File: config.mk
export PLATFORM = sky130hd
export DESIGN_NAME = frequency_sweep_controller
export DESIGN_NICKNAME = d
export VERILOG_FILES = /design/src/rtl/frequency_sweep_controller.sv
export SDC_FILE = /design/constraint.sdc
export NUM_CORES = 1
export LEC_CHECK = 0
export ABC_CLOCK_PERIOD_IN_PS = 7000
export CORE_MARGIN = 4
export CORE_UTILIZATION = 35
export DETAILED_ROUTE_END_ITERATION = 7
export PLACE_DENSITY_LB_ADDON = 0.15
export SETUP_SLACK_MARGIN = 0.15
export SYNTH_ARGS = -nofsm -noshare
export SYNTH_HDL_FRONTEND = slang
export SYNTH_SLANG_ARGS = --single-unit
File: constraint.sdc
create_clock -name clock -period 7 [get_ports clock]
set_clock_uncertainty 0.05 [all_clocks]
set_input_delay 1.4 -clock clock [delete_from_list [all_inputs] [get_ports clock]]
set_output_delay 1.4 -clock clock [all_outputs]
set_load 0.1 [all_outputs]
File: src/rtl/frequency_sweep_controller.sv
// Frequency sweep sequencer: steps phase_step over a range and reports filter peak-to-peak per point.
// Optional FREQUENCY_SWEEP_AUTO_REPEAT_EN adds repeat_enable to restart the sweep at each finish.
module frequency_sweep_controller #(
    parameter int PHASE_STEP_WIDTH = 32,
    parameter int DATA_WIDTH       = 32,
    parameter int COUNT_WIDTH      = 16
) (
    input  logic                               clock,
    input  logic                               reset,
    input  logic                               start,
    input  logic                               abort,
    input  logic [PHASE_STEP_WIDTH-1:0]        start_step,
    input  logic [PHASE_STEP_WIDTH-1:0]        stop_step,
    input  logic [PHASE_STEP_WIDTH-1:0]        step_increment,
    input  logic [COUNT_WIDTH-1:0]             settle_cycles,
    input  logic [COUNT_WIDTH-1:0]             dwell_cycles,
    input  logic signed [DATA_WIDTH-1:0]       filtered_data,
    output logic [PHASE_STEP_WIDTH-1:0]        phase_step,
    output logic                               busy,
    output logic                               done,
    output logic                               result_valid,
    input  logic                               result_ready,
    output logic [PHASE_STEP_WIDTH-1:0]        result_step,
    output logic [DATA_WIDTH:0]                result_p2p
`ifdef FREQUENCY_SWEEP_AUTO_REPEAT_EN
    ,
    input  logic                               repeat_enable
`endif
);

    localparam logic [1:0] IDLE    = 2'd0;
    localparam logic [1:0] SETTLE  = 2'd1;
    localparam logic [1:0] MEASURE = 2'd2;
    localparam logic [1:0] REPORT  = 2'd3;

    logic [1:0]                    state;
    logic [PHASE_STEP_WIDTH-1:0]   start_lat;
    logic [PHASE_STEP_WIDTH-1:0]   stop_lat;
    logic [PHASE_STEP_WIDTH-1:0]   inc_lat;
    logic [COUNT_WIDTH-1:0]        settle_lat;
    logic [COUNT_WIDTH-1:0]        dwell_lat;
    logic [COUNT_WIDTH-1:0]        count;
    logic signed [DATA_WIDTH-1:0]  max_val;
    logic signed [DATA_WIDTH-1:0]  min_val;
    logic                          first_sample;
    logic                          repeat_now;
    logic [COUNT_WIDTH:0]          count_next;
    logic [PHASE_STEP_WIDTH:0]     next_step;
    logic                          finish;
    logic [DATA_WIDTH:0]           p2p;

`ifdef FREQUENCY_SWEEP_AUTO_REPEAT_EN
    assign repeat_now = repeat_enable;
`else
    assign repeat_now = 1'b0;
`endif

    // A zero-length window still lasts one cycle, since count_next starts at 1.
    assign count_next = {1'b0, count} + {{COUNT_WIDTH{1'b0}}, 1'b1};
    assign next_step  = {1'b0, phase_step} + {1'b0, inc_lat};
    assign finish     = next_step[PHASE_STEP_WIDTH]
                     || (next_step[PHASE_STEP_WIDTH-1:0] > stop_lat)
                     || (inc_lat == '0);
    // Sign-extended difference cannot overflow DATA_WIDTH+1 bits.
    assign p2p = {max_val[DATA_WIDTH-1], max_val} - {min_val[DATA_WIDTH-1], min_val};

    always_ff @(posedge clock) begin
        if (reset) begin
            state        <= IDLE;
            phase_step   <= '0;
            busy         <= 1'b0;
            done         <= 1'b0;
            result_valid <= 1'b0;
            result_step  <= '0;
            result_p2p   <= '0;
            start_lat    <= '0;
            stop_lat     <= '0;
            inc_lat      <= '0;
            settle_lat   <= '0;
            dwell_lat    <= '0;
            count        <= '0;
            max_val      <= '0;
            min_val      <= '0;
            first_sample <= 1'b0;
        end else begin
            done <= 1'b0;
            if (abort) begin
                state        <= IDLE;
                busy         <= 1'b0;
                result_valid <= 1'b0;
            end else begin
                case (state)
                    IDLE: begin
                        if (start) begin
                            start_lat  <= start_step;
                            stop_lat   <= stop_step;
                            inc_lat    <= step_increment;
                            settle_lat <= settle_cycles;
                            dwell_lat  <= dwell_cycles;
                            phase_step <= start_step;
                            busy       <= 1'b1;
                            count      <= '0;
                            state      <= SETTLE;
                        end
                    end
                    SETTLE: begin
                        if (count_next >= {1'b0, settle_lat}) begin
                            count        <= '0;
                            first_sample <= 1'b1;
                            state        <= MEASURE;
                        end else begin
                            count <= count_next[COUNT_WIDTH-1:0];
                        end
                    end
                    MEASURE: begin
                        first_sample <= 1'b0;
                        if (first_sample || (filtered_data > max_val)) begin
                            max_val <= filtered_data;
                        end
                        if (first_sample || (filtered_data < min_val)) begin
                            min_val <= filtered_data;
                        end
                        if (count_next >= {1'b0, dwell_lat}) begin
                            count <= '0;
                            state <= REPORT;
                        end else begin
                            count <= count_next[COUNT_WIDTH-1:0];
                        end
                    end
                    REPORT: begin
                        // First REPORT cycle publishes the result; it then waits for the consumer.
                        if (!result_valid) begin
                            result_valid <= 1'b1;
                            result_step  <= phase_step;
                            result_p2p   <= p2p;
                        end else if (result_ready) begin
                            result_valid <= 1'b0;
                            if (finish) begin
                                done <= 1'b1;
                                if (repeat_now) begin
                                    phase_step <= start_lat;
                                    state      <= SETTLE;
                                end else begin
                                    busy  <= 1'b0;
                                    state <= IDLE;
                                end
                            end else begin
                                phase_step <= next_step[PHASE_STEP_WIDTH-1:0];
                                state      <= SETTLE;
                            end
                        end
                    end
                    default: state <= IDLE;
                endcase
            end
        end
    end

endmodule

==> impl_results.md <==
- Sinks on Clock Net: 279
- Leading cell type in the layout, fill and taps excluded: nand2_1
- Fraction of the mapped netlist area in simple logic gates: 0.1924
- Final weighted congestion of routability-driven global placement: 0.8667
- Pin count of the biggest net entering global routing: 101
- Core area: 48,050 µm²
- H-tree lvl count: 2
- CTS Root Buffer Type: clkbuf_16
- Clk pwr share: 0.419
- Count of placed standard cells in the final layout, fillers left out: 3,036
- Class of the most critical hold timing path: reg -> reg
- Main combinational cell family by area after synthesis: compound AO/OA/AOI/OAI gates
- P_int: 3.085 mW
- Worst Path Buf+Inv: 1
- Commonest non-fill, non-tap cells in the layout: 436 x nand2_1, 279 x dfxtp_1, 263 x clkdlybuf4s50_1
- CTS tree: yes
- Normalized max-slew margin: 0.2129
- Sequential area share after synthesis: 0.3258
- Cell count after placement: 2,972
- Maximum fanout encountered on the critical timing path: 39
- Number of antenna violations at the first check in global routing: 4
- Fin crit share: 0.8438
- Hold Path Sink: result_p2p[14]
- Fmax achieved: 169.3 MHz
- Switching Power: 1.297 mW
- Fraction of the mapped netlist area in compound gates: 0.1931
- Average footprint of a synthesized cell: 7.861 µm²
- Effective utilization at floorplan: 0.3568
- Worst reg2reg startpoint: phase_step[1]
- Number of DRC markers after the initial detailed-route iteration: 799
- Worst-skew pair later-pin latency: 0.54 ns
- Final routed wire length divided by cell count: 18.06 µm
- Hold path startpoint: result_p2p[14]
- Clock buffer count from CTS: 35
- Depth of the worst register-to-register path: 19
- Post-detailed-route via-to-cell ratio: 5.220
- Slowest stage cell, crit path: a2111oi_0
- CP delay by family, top: compound AO/OA/AOI/OAI gates
- Quantity of hold-fixing buffers added after cts: 0
- Capture point of the worst reg-to-reg path: phase_step[11]
- Data required time at the worst endpoint: 7.40 ns
- Final cell area excluding filler cells: 21,460 µm²
- Pin slew with the least headroom to its limit: 1.178 ns
- Worst R2R Setup Slack: 1.09 ns
- Global-route wire length before repair: 86,340 µm
- Overflow left after global routing: 0
- Die ar.: 52,590 µm²
- Sequential group share of total power: 0.385
- Number of rows in the core area: 80
- Worst-case vdd ir drop: 135.3 µV
- Hold Violations, Final: 0
- Nets: 2,757
- Net count after synthesis: 2,544
- Clock input transition at the sequential cells of the worst setup and hold paths: 0.06 ns
- Antenna-violating nets left: 0
- Final sum of negative setup slack: 0 ns
- Post-detailed-placement cell area: 20,300 µm²
- Horizontal die dimension: 229.3 µm
- Buffers inserted by post-CTS timing repair: 0
- EDFF count, synth: 0
- Worst Hold Margin: 0.3994 ns
- Vias in the first global route: 15,775
- Final number of max-transition violations: 0
- Kind of start point of the critical path: flop
- Cell area after synthesis: 17,140 µm²
- IO Port Bufs: 264
- Total setup violations reported at the end of the flow: 0
- Critical Path Max Stage Delay: 0.72 ns
- Share of post-route cells with drive strength above 1: 0.03554
- Hold Path Depth: 2
- Sum of net half-perimeters after detailed placement: 41,710 µm
- Post-synth cell types: 63
- Global router's overall resource usage: 0.2028
- Arithmetic-cell share of the synthesized area counting full adders, half adders and majority gates: 0.1454
- Leakage power: 8.522 nW
- Flip-flop and latch count after synthesis: 279
- Post-Synthesis Cells: 2,181
- Multiplexer fraction of the synthesized cell area: 0.05313
- Via count of the routed design: 15,847
- Number of remaining DRC errors: 0
- Final min period: 5.906 ns
- RSZ-0062 raised after global routing: false
- Crit path DAT: 6.31 ns
- Crit. End Element: flop
- Power density normalized to cell area: 204.2 nW/µm²
- XOR/XNOR Fraction of Synth Area: 0.03219
- List of cells traversed by the critical path: ha_1 -> a211oi_1 -> o21ai_1 -> a2111oi_2 -> nor3_1 -> a2111oi_0 -> o31ai_1 -> xor2_1 -> ha_1 -> nand4_1 -> nor3_1 -> a221o_1 -> o31a_1 -> a211oi_1 -> o211a_1 -> o31a_2 -> buf_12 -> nor2_1 -> a311oi_1
- Area delta synth->final: 25.19%
- Outcome: completed
- Max capacitance violation total: 0
- Post-layout utilization of the core: 0.4467
- WS Path Type: reg -> reg
- Number of instances resized during post-cts repair: 0
- Count of boundary I/O pins: 265
- Ys flop type: dfxtp_1
- Switching Fraction: 0.2960
- Share of synthesized registers carrying an async set or reset: 0
- Number of iterations in the first detailed-routing pass: 5
- Drt total wl: 54,830 µm
- Share of total power in combinational logic: 0.196
- Warning count from the yosys run: 0
- Buffer depth of the longest clock path: 3
- Die Y-Extent: 229.3 µm
## worst register-to-register path, stage by stage (launching register included)
cell	delay [ns]
dfxtp_1	0.40
ha_1	0.27
a211oi_1	0.32
o21ai_1	0.20
a2111oi_2	0.53
nor3_1	0.22
a2111oi_0	0.72
o31ai_1	0.20
xor2_1	0.23
ha_1	0.29
nand4_1	0.15
nor3_1	0.07
a221o_1	0.32
o31a_1	0.24
a211oi_1	0.35
o211a_1	0.19
o31a_2	0.47
buf_12	0.28
nor2_1	0.08
a311oi_1	0.24
## state kept, by name, indices dropped and copies added, names as in the netlist
name          cells
result_p2p       33
min_val          32
max_val          32
result_step      32
result_valid      1
stop_lat         32
first_sample      1
dwell_lat        16
count            16
state             2
settle_lat       16
busy              1
phase_step       32
inc_lat          32
done              1
## cell usage after synthesis, types with 18 or more instances
cell type | count | area, µm²
a211oi_1 | 31 | 232.7
a21o_1 | 64 | 480.5
a21oi_1 | 261 | 1306
and3_1 | 21 | 131.4
clkbuf_1 | 87 | 326.6
dfxtp_1 | 279 | 5585
ha_1 | 196 | 2452
inv_1 | 155 | 581.8
mux2i_1 | 91 | 910.9
nand2_1 | 436 | 1637
nand3_1 | 34 | 170.2
nand4_1 | 35 | 219.0
nor2_1 | 110 | 412.9
nor3_1 | 23 | 115.1
o21a_1 | 19 | 142.6
o21ai_0 | 49 | 245.2
o21ai_1 | 18 | 90.09
xnor2_1 | 39 | 341.6
xor2_1 | 24 | 210.2
## through the flow
stage          setup slack, ns  total power [mW]
4_1_cts                  1.111             4.438
6_report                 1.094             4.382
3_5_place_dp             1.154             2.578
3_3_place_gp             1.283             2.571
2_1_floorplan            1.499             2.270
5_1_grt                 0.6677             4.581
## logic make-up (layout without fill, tap and decap cells)
kind of cell               after synthesis  in the layout
AOI/OAI and AO/OA                      543            543
xor gates and xnor gates                63             63
adders and majority gates              198            198
buffers and inverters                  258            497
DFF                                    279            279
muxes                                   91             91
other                                    0              1
and+or+nand+nor                        749            749
## worst max-delay path by stage
stage	cells past startpoint	end	startpoint	slack [ns]
2_1_floorplan	20	phase_step[1]	phase_step[1]	1.50
3_3_place_gp	19	phase_step[13]	phase_step[1]	1.28
3_5_place_dp	19	phase_step[11]	phase_step[1]	1.15
4_1_cts	19	phase_step[11]	phase_step[1]	1.11
5_1_grt	19	phase_step[9]	phase_step[1]	0.67
6_report	19	phase_step[11]	phase_step[1]	1.09
## area by class of cell
cell class	count	area, µm²
antenna	1	2.502
clock buffer	54	1060
clock inverter	9	101.3
fill	4817	26580
inverter	156	585.6
multi-input combinational	1644	10590
sequential	279	5585
tap	615	769.5
timing repair buffer	278	2774
## routing by layer
metal,up-vias,share of wire,wire (µm),GRT usage
met2,342,0.46,25400,0.3399
met5,-,0.00062,34,0
met4,6,0.022,1185,0.05363
met1,7406,0.46,25190,0.2643
li1,8020,-,-,-
met3,73,0.055,3010,0.04510
## power by group through the flow
stage	clock network [mW]	registers, mW	logic [mW]
5_1_grt	1.94	1.69	0.942
2_1_floorplan	0	1.83	0.439
6_report	1.84	1.69	0.857
3_5_place_dp	0	1.72	0.856
3_3_place_gp	0	1.72	0.851
4_1_cts	1.89	1.69	0.861
No activity file was read; power rests on OpenSTA's default activity.
